## config.mk

```make
export PLATFORM = sky130hd
export DESIGN_NAME = mc_ctrl
export DESIGN_NICKNAME = d
export VERILOG_FILES = /design/src/rtl/mc_ctrl_pkg.sv /design/src/rtl/mc_decode.sv /design/src/rtl/mc_ctrl.sv
export SDC_FILE = /design/constraint.sdc
export NUM_CORES = 1
export LEC_CHECK = 0
export CAP_MARGIN = 10
export CORE_MARGIN = 2
export CORE_UTILIZATION = 43
export DETAILED_ROUTE_END_ITERATION = 8
export PLACE_DENSITY = 0.84
export SKIP_CTS_REPAIR_TIMING = 1
export SYNTH_ARGS = -nofsm -noshare
export SYNTH_HDL_FRONTEND = slang
export SYNTH_SLANG_ARGS = --single-unit
export TNS_END_PERCENT = 100
```

## constraint.sdc

```tcl
create_clock -name clk -period 3.1 [get_ports clk]
set_input_delay 0.62 -clock clk [delete_from_list [all_inputs] [get_ports clk]]
set_output_delay 0.62 -clock clk [all_outputs]
set_load 0.005 [all_outputs]
```

## src/rtl/mc_ctrl_pkg.sv

```systemverilog
// Shared definitions for the multi-cycle MIPS controller: state codes,
// opcode/funct constants, ALU operation codes and the instruction-class type.
package mc_defs;

  typedef enum logic [2:0] {
    ST_FETCH  = 3'd0,
    ST_DECODE = 3'd1,
    ST_EXE    = 3'd2,
    ST_MEM    = 3'd3,
    ST_WB     = 3'd4
  } state_e;

  localparam logic [5:0] OP_RTYPE = 6'b000000;
  localparam logic [5:0] OP_ORI   = 6'b001101;
  localparam logic [5:0] OP_LUI   = 6'b001111;
  localparam logic [5:0] OP_LW    = 6'b100011;
  localparam logic [5:0] OP_LB    = 6'b100000;
  localparam logic [5:0] OP_SW    = 6'b101011;
  localparam logic [5:0] OP_BEQ   = 6'b000100;
  localparam logic [5:0] OP_J     = 6'b000010;
  localparam logic [5:0] OP_JAL   = 6'b000011;

  localparam logic [5:0] FN_SLL   = 6'b000000;
  localparam logic [5:0] FN_JR    = 6'b001000;
  localparam logic [5:0] FN_JALR  = 6'b001001;
  localparam logic [5:0] FN_ADDU  = 6'b100001;
  localparam logic [5:0] FN_SUBU  = 6'b100011;

  localparam logic [2:0] ALU_ADD  = 3'b000;
  localparam logic [2:0] ALU_SUB  = 3'b001;
  localparam logic [2:0] ALU_OR   = 3'b010;
  localparam logic [2:0] ALU_LUI  = 3'b011;
  localparam logic [2:0] ALU_SLL  = 3'b100;

  // Exactly one field is set for any opcode/funct pair.
  typedef struct packed {
    logic rtype_alu;  // addu, subu, sll
    logic ori;
    logic lui;
    logic load;       // lw
    logic lb;
    logic store;      // sw
    logic beq;
    logic j;
    logic jal;
    logic jr;
    logic jalr;
    logic illegal;
  } instr_class_t;

  // ALU operation for the register-register ALU group.
  function automatic logic [2:0] rtype_aluop(input logic [5:0] fn);
    case (fn)
      FN_SUBU: rtype_aluop = ALU_SUB;
      FN_SLL:  rtype_aluop = ALU_SLL;
      default: rtype_aluop = ALU_ADD;
    endcase
  endfunction

endpackage

```

## src/rtl/mc_decode.sv

```systemverilog
// Combinational instruction classifier: opcode/funct -> one-hot class.
module mc_decode
  import mc_defs::*;
(
  input  logic [5:0]   opcode,
  input  logic [5:0]   funct,
  output instr_class_t cls
);

  // Anything not explicitly recognised falls into the illegal class.
  always_comb begin
    cls = '0;
    case (opcode)
      OP_RTYPE: begin
        case (funct)
          FN_ADDU, FN_SUBU, FN_SLL: cls.rtype_alu = 1'b1;
          FN_JR:                    cls.jr        = 1'b1;
          FN_JALR:                  cls.jalr      = 1'b1;
          default:                  cls.illegal   = 1'b1;
        endcase
      end
      OP_ORI:  cls.ori     = 1'b1;
      OP_LUI:  cls.lui     = 1'b1;
      OP_LW:   cls.load    = 1'b1;
      OP_LB:   cls.lb      = 1'b1;
      OP_SW:   cls.store   = 1'b1;
      OP_BEQ:  cls.beq     = 1'b1;
      OP_J:    cls.j       = 1'b1;
      OP_JAL:  cls.jal     = 1'b1;
      default: cls.illegal = 1'b1;
    endcase
  end

endmodule

```

## src/rtl/mc_ctrl.sv

```systemverilog
// Multi-cycle MIPS main controller. Sequences FETCH/DECODE/EXE/MEM/WB,
// drives datapath selects and strobes from the registered state, and counts
// retired instructions.
module mc_ctrl
  import mc_defs::*;
#(
  parameter int CNT_W = 32
) (
  input  logic             clk,
  input  logic             reset,
  input  logic [5:0]       opcode,
  input  logic [5:0]       funct,
  input  logic             ComResult,
  output logic             PCWr,
  output logic             IRWr,
  output logic             nPC_sel,
  output logic             Jump,
  output logic             JReg,
  output logic             RegDst,
  output logic             RegRa,
  output logic             Jalr,
  output logic             ALUSrc,
  output logic             ExtOp,
  output logic [2:0]       ALUOp,
  output logic             MemtoReg,
  output logic             Lb,
  output logic             MemWrite,
  output logic             RegWrite,
  output logic [2:0]       state,
  output logic             instr_done,
  output logic [CNT_W-1:0] instr_cnt
);

  state_e           state_q, state_d;
  logic [CNT_W-1:0] cnt_q, cnt_d;
  instr_class_t     cls;

  // Ungated strobes from the state decode; reset masks them below.
  logic pc_wr, ir_wr, mem_wr, reg_wr, done;

  mc_decode u_decode (
    .opcode (opcode),
    .funct  (funct),
    .cls    (cls)
  );

  // Next-state and per-state select/strobe decode.
  always_comb begin
    state_d  = ST_FETCH;
    pc_wr    = 1'b0;
    ir_wr    = 1'b0;
    mem_wr   = 1'b0;
    reg_wr   = 1'b0;
    done     = 1'b0;
    nPC_sel  = 1'b0;
    Jump     = 1'b0;
    JReg     = 1'b0;
    RegDst   = 1'b0;
    RegRa    = 1'b0;
    Jalr     = 1'b0;
    ALUSrc   = 1'b0;
    ExtOp    = 1'b0;
    ALUOp    = ALU_ADD;
    MemtoReg = 1'b0;
    Lb       = 1'b0;

    case (state_q)
      ST_FETCH: begin
        ir_wr   = 1'b1;
        pc_wr   = 1'b1;
        state_d = ST_DECODE;
      end

      ST_DECODE: begin
        state_d = ST_EXE;
        if (cls.j || cls.jal) begin
          pc_wr = 1'b1;
          Jump  = 1'b1;
          RegRa = cls.jal;
          reg_wr = cls.jal;
        end
        if (cls.jr || cls.jalr) begin
          pc_wr  = 1'b1;
          JReg   = 1'b1;
          Jalr   = cls.jalr;
          RegDst = cls.jalr;
          reg_wr = cls.jalr;
        end
        // Jumps and unrecognised encodings finish here.
        if (cls.j || cls.jal || cls.jr || cls.jalr || cls.illegal) begin
          done    = 1'b1;
          state_d = ST_FETCH;
        end
      end

      ST_EXE, ST_MEM, ST_WB: begin
        // ALU controls stay stable for the rest of the instruction so the
        // datapath result does not move between EXE and WB.
        if (cls.rtype_alu) begin
          ALUOp  = rtype_aluop(funct);
          RegDst = 1'b1;
        end
        if (cls.ori) begin
          ALUOp  = ALU_OR;
          ALUSrc = 1'b1;
        end
        if (cls.lui) begin
          ALUOp  = ALU_LUI;
          ALUSrc = 1'b1;
        end
        if (cls.load || cls.lb || cls.store) begin
          ALUOp  = ALU_ADD;
          ALUSrc = 1'b1;
          ExtOp  = 1'b1;
        end
        if (cls.beq) begin
          ALUOp  = ALU_SUB;
          ExtOp  = 1'b1;
        end

        if (state_q == ST_EXE) begin
          if (cls.beq) begin
            nPC_sel = 1'b1;
            pc_wr   = ComResult;
            done    = 1'b1;
            state_d = ST_FETCH;
          end else if (cls.load || cls.lb || cls.store) begin
            state_d = ST_MEM;
          end else begin
            state_d = ST_WB;
          end
        end else if (state_q == ST_MEM) begin
          if (cls.store) begin
            mem_wr  = 1'b1;
            done    = 1'b1;
            state_d = ST_FETCH;
          end else begin
            Lb      = cls.lb;
            state_d = ST_WB;
          end
        end else begin
          reg_wr   = 1'b1;
          MemtoReg = cls.load || cls.lb;
          Lb       = cls.lb;
          done     = 1'b1;
          state_d  = ST_FETCH;
        end
      end

      // Unused codes recover to FETCH without touching the datapath.
      default: state_d = ST_FETCH;
    endcase
  end

  // Reset masks every write strobe and the retire pulse immediately.
  always_comb begin
    PCWr       = pc_wr  & ~reset;
    IRWr       = ir_wr  & ~reset;
    MemWrite   = mem_wr & ~reset;
    RegWrite   = reg_wr & ~reset;
    instr_done = done   & ~reset;
    cnt_d      = cnt_q + {{(CNT_W-1){1'b0}}, instr_done};
  end

  // State and retired-instruction counter registers.
  always_ff @(posedge clk or posedge reset) begin
    if (reset) begin
      state_q <= ST_FETCH;
      cnt_q   <= '0;
    end else begin
      state_q <= state_d;
      cnt_q   <= cnt_d;
    end
  end

  assign state     = state_q;
  assign instr_cnt = cnt_q;

endmodule
```

==> results.md, run 1 <==
- Outcome: finished with violations
- Vias in the first global route: 1,966
- Max Fclk: 0.312 GHz
- Startpoint Class: input pin
- Starting density of the core: 0.443
- Yosys warns: 0
- Critical Path, Cell by Cell: buf_6 > or3_4 > or4_4 > nor3_4 > nor3_2 > o22ai_2 > ha_2 > ha_4 > nand4_1 > nor3_2 > nand4_1 > nor3_2 > xor2_1
- RSZ-0062 raised after global routing: yes
- Port Buffers: 67
- TritonRoute pass-1 iters: 4
- Die Span Y: 70.7 um
- Combinational power share: 0.273
- CP peak stage delay: 0.51 ns
- Crit path to: instr_cnt[18]
- Setup slack, reg-to-reg: 0.43 ns
- Share of layout cells above drive strength 1: 0.282
- Post-synth ARST share: 1.00
- Synth area leader: dfrtp_1
- #FFs+latches synth: 35
- Leak Pwr: 0.00164 uW
- Post-DP Area: 2930 um2
- Wire length per cell: 15.9 um
- R2R depth: 11
- IO Count: 68
- Least-Margin Pin Slew: 0.438 ns
- Clock Sink Count: 35
- Max-cap violation count: 0
- Clk slew on worst S/H paths: 0.07 ns
- Congestion Overflow GR: 0
- Post-synthesis area per instance: 9.57 um2
- Hold slack: 0.477 ns
- CP required: 3.31 ns
- Critical R2R Launch: state[2]
- Num rows: 24
- Final Max Tran Viols: 0
- Setup Viol. Count Final: 15
- Int Pwr: 1050 uW
- HP Class: reg2reg
- Area Growth Syn to Fin: 72.2%
- Detailed-route DRC error count: 0
- Total Nets Final: 332
- Final worst slack: -0.107 ns
- Worst skew pair latency: 0.29 ns
- Min Tclk post-route: 3.21 ns
- Via density per instance: 5.47
- Register area share after synthesis: 0.458
- Most frequent cells after synthesis: 35 x dfrtp_1, 25 x nand2_1, 21 x xnor2_1, 13 x nand3_1, 12 x nor2_1
- TNS Setup: -0.705 ns
- Top cell type's share of synthesized area: 0.458
- Initial antenna violation count: 0
- N_diodes: 0
- Class of the most critical setup path: in2reg
- Crit-path leading delay family: simple AND/OR/NAND/NOR gates
- Syn Inst Count: 200
- Cell Pwr Density: 437 nW/um2
- Die area: 5000 um2
- CP Capture Type: flip-flop
- Hold Fails Final Rpt: 0
- Clock Tree Buf Depth: 2
- H-tree depth: 2
- Initial DRC count: 91
- Maximum VDD drop: 206 uV
- First-pass GRT wire length: 8670 um
- Cell Area, Synth: 1910 um2
- WL final: 5840 um
- Largest net degree at the start of global routing: 36
- CTS tree: built
- Final Total Pwr: 1440 uW
- Prevailing post-synth register cell: dfrtp_1
- EDFF count, synth: 0
- Clock power share: 0.340
- Crit path DAT: 3.42 ns
- Crit path max fanout: 3
- Die Wd: 70.7 um
- Syn nets: 217
- CP most frequent cell: nor3_2
- Switching Power: 391 uW
- Post-DRT Antenna Nets: 0
- R2r endpoint: instr_cnt[18]
- Vias: 2,012
- Core area: 4320 um2
- Slew margin rel.: 0.708
- Worst setup path startpoint: opcode[0]
- Hpwl dp: 3900 um
- Root buffer cell: clkbuf_8
- Slowest-stage cell, CP: or4_4
- Worst path bufs/invs: 1
- Total CTS buffers: 5
- Critical path depth: 13
- Netlist cell types: 38
- Final Cell Area: 3300 um2
- Synth area leaders: dfrtp_1 46%, xnor2_1 9.6%, nand2_1 4.9%
- Most frequent cell after synthesis: dfrtp_1
- GP Congestion: 0.841
- Period utilization: 1.03
- Switching share of power: 0.271
- Clock skew: 0.00605 ns
- Failing checks: setup timing
- Total GRT Usage: 0.214
- Sequential share of power: 0.387
[state kept, by name, indices dropped and copies added, names as in the netlist]
register and count:
instr_cnt 32, state 3
[layout make-up]
type                    instances  area, um2
clock buffers                   5       68.8
clock inverters                 3       67.6
fillers                       290       1030
inverters                       4       15.0
multi-input cells             157       1150
flip-flops and latches         35        876
well taps                      52       65.1
repair buffers                112       1050
[routing by layer]
layer / vias to the layer above / GRT usage / wire length (um)
met4: 0 / 0.0755 / 144
met1: 967 / 0.249 / 2200
met3: 17 / 0.0570 / 331
met5: - / 0 / 0
li1: 943 / - / -
met2: 85 / 0.380 / 3170
[cells in the final DEF, fill, tap and decap left out, drive strengths merged, types with 7 or more instances in the layout]
cell / Yosys / final
dlymetal6s2s: 0 / 14
nor4: 7 / 7
dfrtp: 35 / 35
nand3: 13 / 13
nand2: 25 / 25
xor2: 9 / 9
buf: 2 / 46
clkdlybuf4s50: 0 / 50
nor2: 12 / 12
clkbuf: 2 / 7
nor3: 8 / 8
xnor2: 21 / 21
nand4: 9 / 9
a21oi: 8 / 8
[worst min-delay path by stage]
stage,endpoint,from,cells past startpoint,slack [ns]
6_report,instr_cnt[31],instr_cnt[31],1,0.48
5_1_grt,instr_cnt[31],instr_cnt[31],1,0.50
4_1_cts,instr_cnt[31],instr_cnt[31],1,0.48
3_5_place_dp,instr_cnt[31],instr_cnt[31],1,0.46
3_3_place_gp,instr_cnt[31],instr_cnt[31],1,0.46
2_1_floorplan,instr_cnt[31],instr_cnt[31],1,0.47
[logic make-up after synthesis]
| group | count (synthesis) | share of synthesized area |
|---|---|---|
| compound gates | 22 | 0.0739 |
| xor+xnor | 30 | 0.137 |
| fa+ha+maj | 2 | 0.0131 |
| buf+inv | 8 | 0.0170 |
| flops | 35 | 0.458 |
| mux | 1 | 0.00588 |
| simple gates | 102 | 0.295 |
[power groups by stage]
stage               registers (uW)  clock network (uW)  logic [uW]
global route                   564                 517         426
finish                         557                 490         393
global placement               564                   0         356
floorplan                      557                   0         148
detailed placement             565                   0         366
CTS                            556                 497         367
[through the flow]
| stage | worst slack (ns) | utilization | std cells |
|---|---|---|---|
| final | -0.107 | 0.762 | 368 |
| after detailed placement | -0.530 | 0.677 | 348 |
| after global routing | -0.280 | 0.762 | 368 |
| after CTS | -0.449 | 0.709 | 356 |
| after global placement | -0.446 | 0.677 | 348 |
| after floorplan | -0.184 | - | 200 |
Power figures use the tool's default switching activity.
==> run 2: changes to the inputs <==
--- a/config.mk
+++ b/config.mk
@@ -9,7 +9,8 @@
 export CORE_MARGIN = 2
 export CORE_UTILIZATION = 43
 export DETAILED_ROUTE_END_ITERATION = 8
-export PLACE_DENSITY = 0.84
+export DONT_BUFFER_PORTS = 1
+export PLACE_DENSITY = 0.65
 export SKIP_CTS_REPAIR_TIMING = 1
 export SYNTH_ARGS = -nofsm -noshare
 export SYNTH_HDL_FRONTEND = slang
==> run 2 against run 1 <==
The flow now finishes without violations. Utilization shrank 24 points. Setup slack gained 0.29 ns. Clock-buffer cell count grew 2. Critical path depth shrank 1. Largest cell class unchanged.
==> results.md, run 2 (synthesis gave the netlist of run 1 again) <==
- Vias: 1,540 (was 2,012)
- Commonest non-fill, non-tap cell in the layout: dfrtp_1 (was clkdlybuf4s50_1)
- Vias in the first global route: 1,477 (was 1,966)
- Crit path max fanout: 6 (was 3)
- Worst setup path startpoint: opcode[3] (was opcode[0])
- Total GRT Usage: 0.171 (was 0.214)
- Num rows: 24 (unchanged)
- Final worst slack: 0.182 ns (was -0.107 ns)
- Final Max Tran Viols: 0 (unchanged)
- Max-cap violation count: 0 (unchanged)
- Crit path DAT: 3.09 ns (was 3.42 ns)
- R2r endpoint: instr_cnt[15] (was instr_cnt[18])
- Die Span Y: 70.7 um (unchanged)
- Congestion Overflow GR: 0 (unchanged)
- Max reg flops: 32 (unchanged)
- Wire length per cell: 15.4 um (was 15.9 um)
- Min Tclk post-route: 2.92 ns (was 3.21 ns)
- TritonRoute pass-1 iters: 4 (unchanged)
- Starting density of the core: 0.443 (unchanged)
- Clock Sink Count: 35 (unchanged)
- Hpwl dp: 3170 um (was 3900 um)
- Largest net degree at the start of global routing: 38 (was 36)
- Total Nets Final: 236 (was 332)
- Setup slack, reg-to-reg: 0.48 ns (was 0.43 ns)
- Cell Pwr Density: 501 nW/um2 (was 437 nW/um2)
- First-pass GRT wire length: 6870 um (was 8670 um)
- Setup Viol. Count Final: 0 (was 15)
- Via density per instance: 5.66 (was 5.47)
- Period utilization: 0.941 (was 1.03)
- HP Class: in2async (was reg2reg)
- Clock Tree Buf Depth: 2 (unchanged)
- Total CTS buffers: 5 (unchanged)
- Maximum VDD drop: 210 uV (was 206 uV)
- Class of the most critical setup path: in2reg (unchanged)
- Detailed-route DRC error count: 0 (unchanged)
- Critical R2R Launch: state[2] (unchanged)
- Leak Pwr: 0.00101 uW (was 0.00164 uW)
- Place WS: -0.155 ns (was -0.530 ns)
- CTS tree: built (unchanged)
- Area Growth Syn to Fin: 17.1% (was 72.2%)
- Max Fclk: 0.343 GHz (was 0.312 GHz)
- Initial antenna violation count: 0 (unchanged)
- WL final: 4200 um (was 5840 um)
- Worst skew pair latency: 0.29 ns (about the same)
- Startpoint Class: input pin (unchanged)
- Clk slew on worst S/H paths: 0.07 ns (about the same)
- R2R depth: 11 (unchanged)
- Dpl cells: 263 (was 348)
- Post-DRT Antenna Nets: 0 (unchanged)
- CP Capture Type: flip-flop (unchanged)
- H-tree depth: 2 (unchanged)
- Post-DP Area: 2120 um2 (was 2930 um2)
- Initial DRC count: 85 (was 91)
- Least-Margin Pin Slew: 0.457 ns (was 0.438 ns)
- GP Congestion: 0.793 (was 0.841)
- Most frequent cells in the layout: 35 x dfrtp_1, 23 x nand2_1, 21 x xnor2_1, 16 x buf_4 (was 50 x clkdlybuf4s50_1, 41 x buf_4, 35 x dfrtp_1, 21 x nand2_1, 19 x xnor2_1)
- N_diodes: 0 (unchanged)
- Layout Cells excl Fill: 272 (was 368)
- Crit path to: instr_cnt[15] (was instr_cnt[18])
- Final Cell Area: 2240 um2 (was 3300 um2)
- Share of layout cells above drive strength 1: 0.186 (was 0.282)
- Die Wd: 70.7 um (unchanged)
- Die area: 5000 um2 (unchanged)
- IO Count: 68 (unchanged)
- RSZ-0062 raised after global routing: no (was yes)
- Core area: 4320 um2 (unchanged)
- Slew margin rel.: 0.695 (was 0.708)
- Root buffer cell: clkbuf_8 (unchanged)
- Hold Fails Final Rpt: 0 (unchanged)
- Outcome: finished, final reports clean (was finished with violations)
- TNS Setup: 0 ns (was -0.705 ns)
- CP required: 3.27 ns (was 3.31 ns)
- Port Buffers: 0 (was 67)
- Clock skew: 0.00818 ns (was 0.00605 ns)
## run 2: cell count changes in the layout (fill, tap and decap cells not counted), moves of 5 or more
cell / previous run / this run
clkdlybuf4s50_1: 50 / 0
buf_4: 41 / 16
dlymetal6s2s_1: 14 / 0
buf_6: 5 / 0
## run 2: worst max-delay path, stage by stage
cell and delay, ns:
or3_4 0.37, or4_4 0.44, nor3_4 0.14, nor3_1 0.07, o22ai_1 0.21, ha_2 0.25
buf_4 0.11, nand2_1 0.10, nor4_4 0.27, and4_1 0.30, nand2_1 0.08, xnor2_1 0.13
## run 2: cell type report
type	instances	area, um2
tap	52	65.1
inverter	4	15.0
clock buffer	7	96.3
multi-input combinational	157	1060
clock inverter	1	7.51
fill	402	2080
sequential	35	876
timing repair buffer	16	120
## run 2: worst min path at each step
stage | to | slack (ns) | cells past startpoint
finish | instr_cnt[12] | 0.35 | 2
global route | instr_cnt[12] | 0.38 | 2
CTS | instr_cnt[11] | 0.36 | 2
detailed placement | instr_cnt[31] | 0.50 | 1
global placement | instr_cnt[31] | 0.49 | 1
floorplan | instr_cnt[31] | 0.47 | 1
## run 2: report_power, final
part           leakage (uW)  internal, uW  total, uW  switching [uW]
sequential         0.000473           500        586            85.9
clock             0.0000505           202        361             159
combinational      0.000484          90.1        176            85.5
total               0.00101           792       1120             330
## run 2: per-layer routing
metal	vias to the layer above	wire length [um]	share of wire	track usage
li1	749	-	-	-
met1	734	1880	0.45	0.215
met3	4	286	0.068	0.0641
met4	0	29	0.0069	0.0503
met2	53	2010	0.48	0.275
met5	-	0	0	0
## run 2: through the flow
| stage | total power, uW | hold slack (ns) | util |
|---|---|---|---|
| after floorplan | 705 | 0.468 | - |
| after global placement | 762 | 0.491 | 0.491 |
| after detailed placement | 770 | 0.502 | 0.491 |
| after CTS | 1130 | 0.359 | 0.515 |
| after global routing | 1190 | 0.384 | 0.518 |
| final | 1120 | 0.348 | 0.518 |
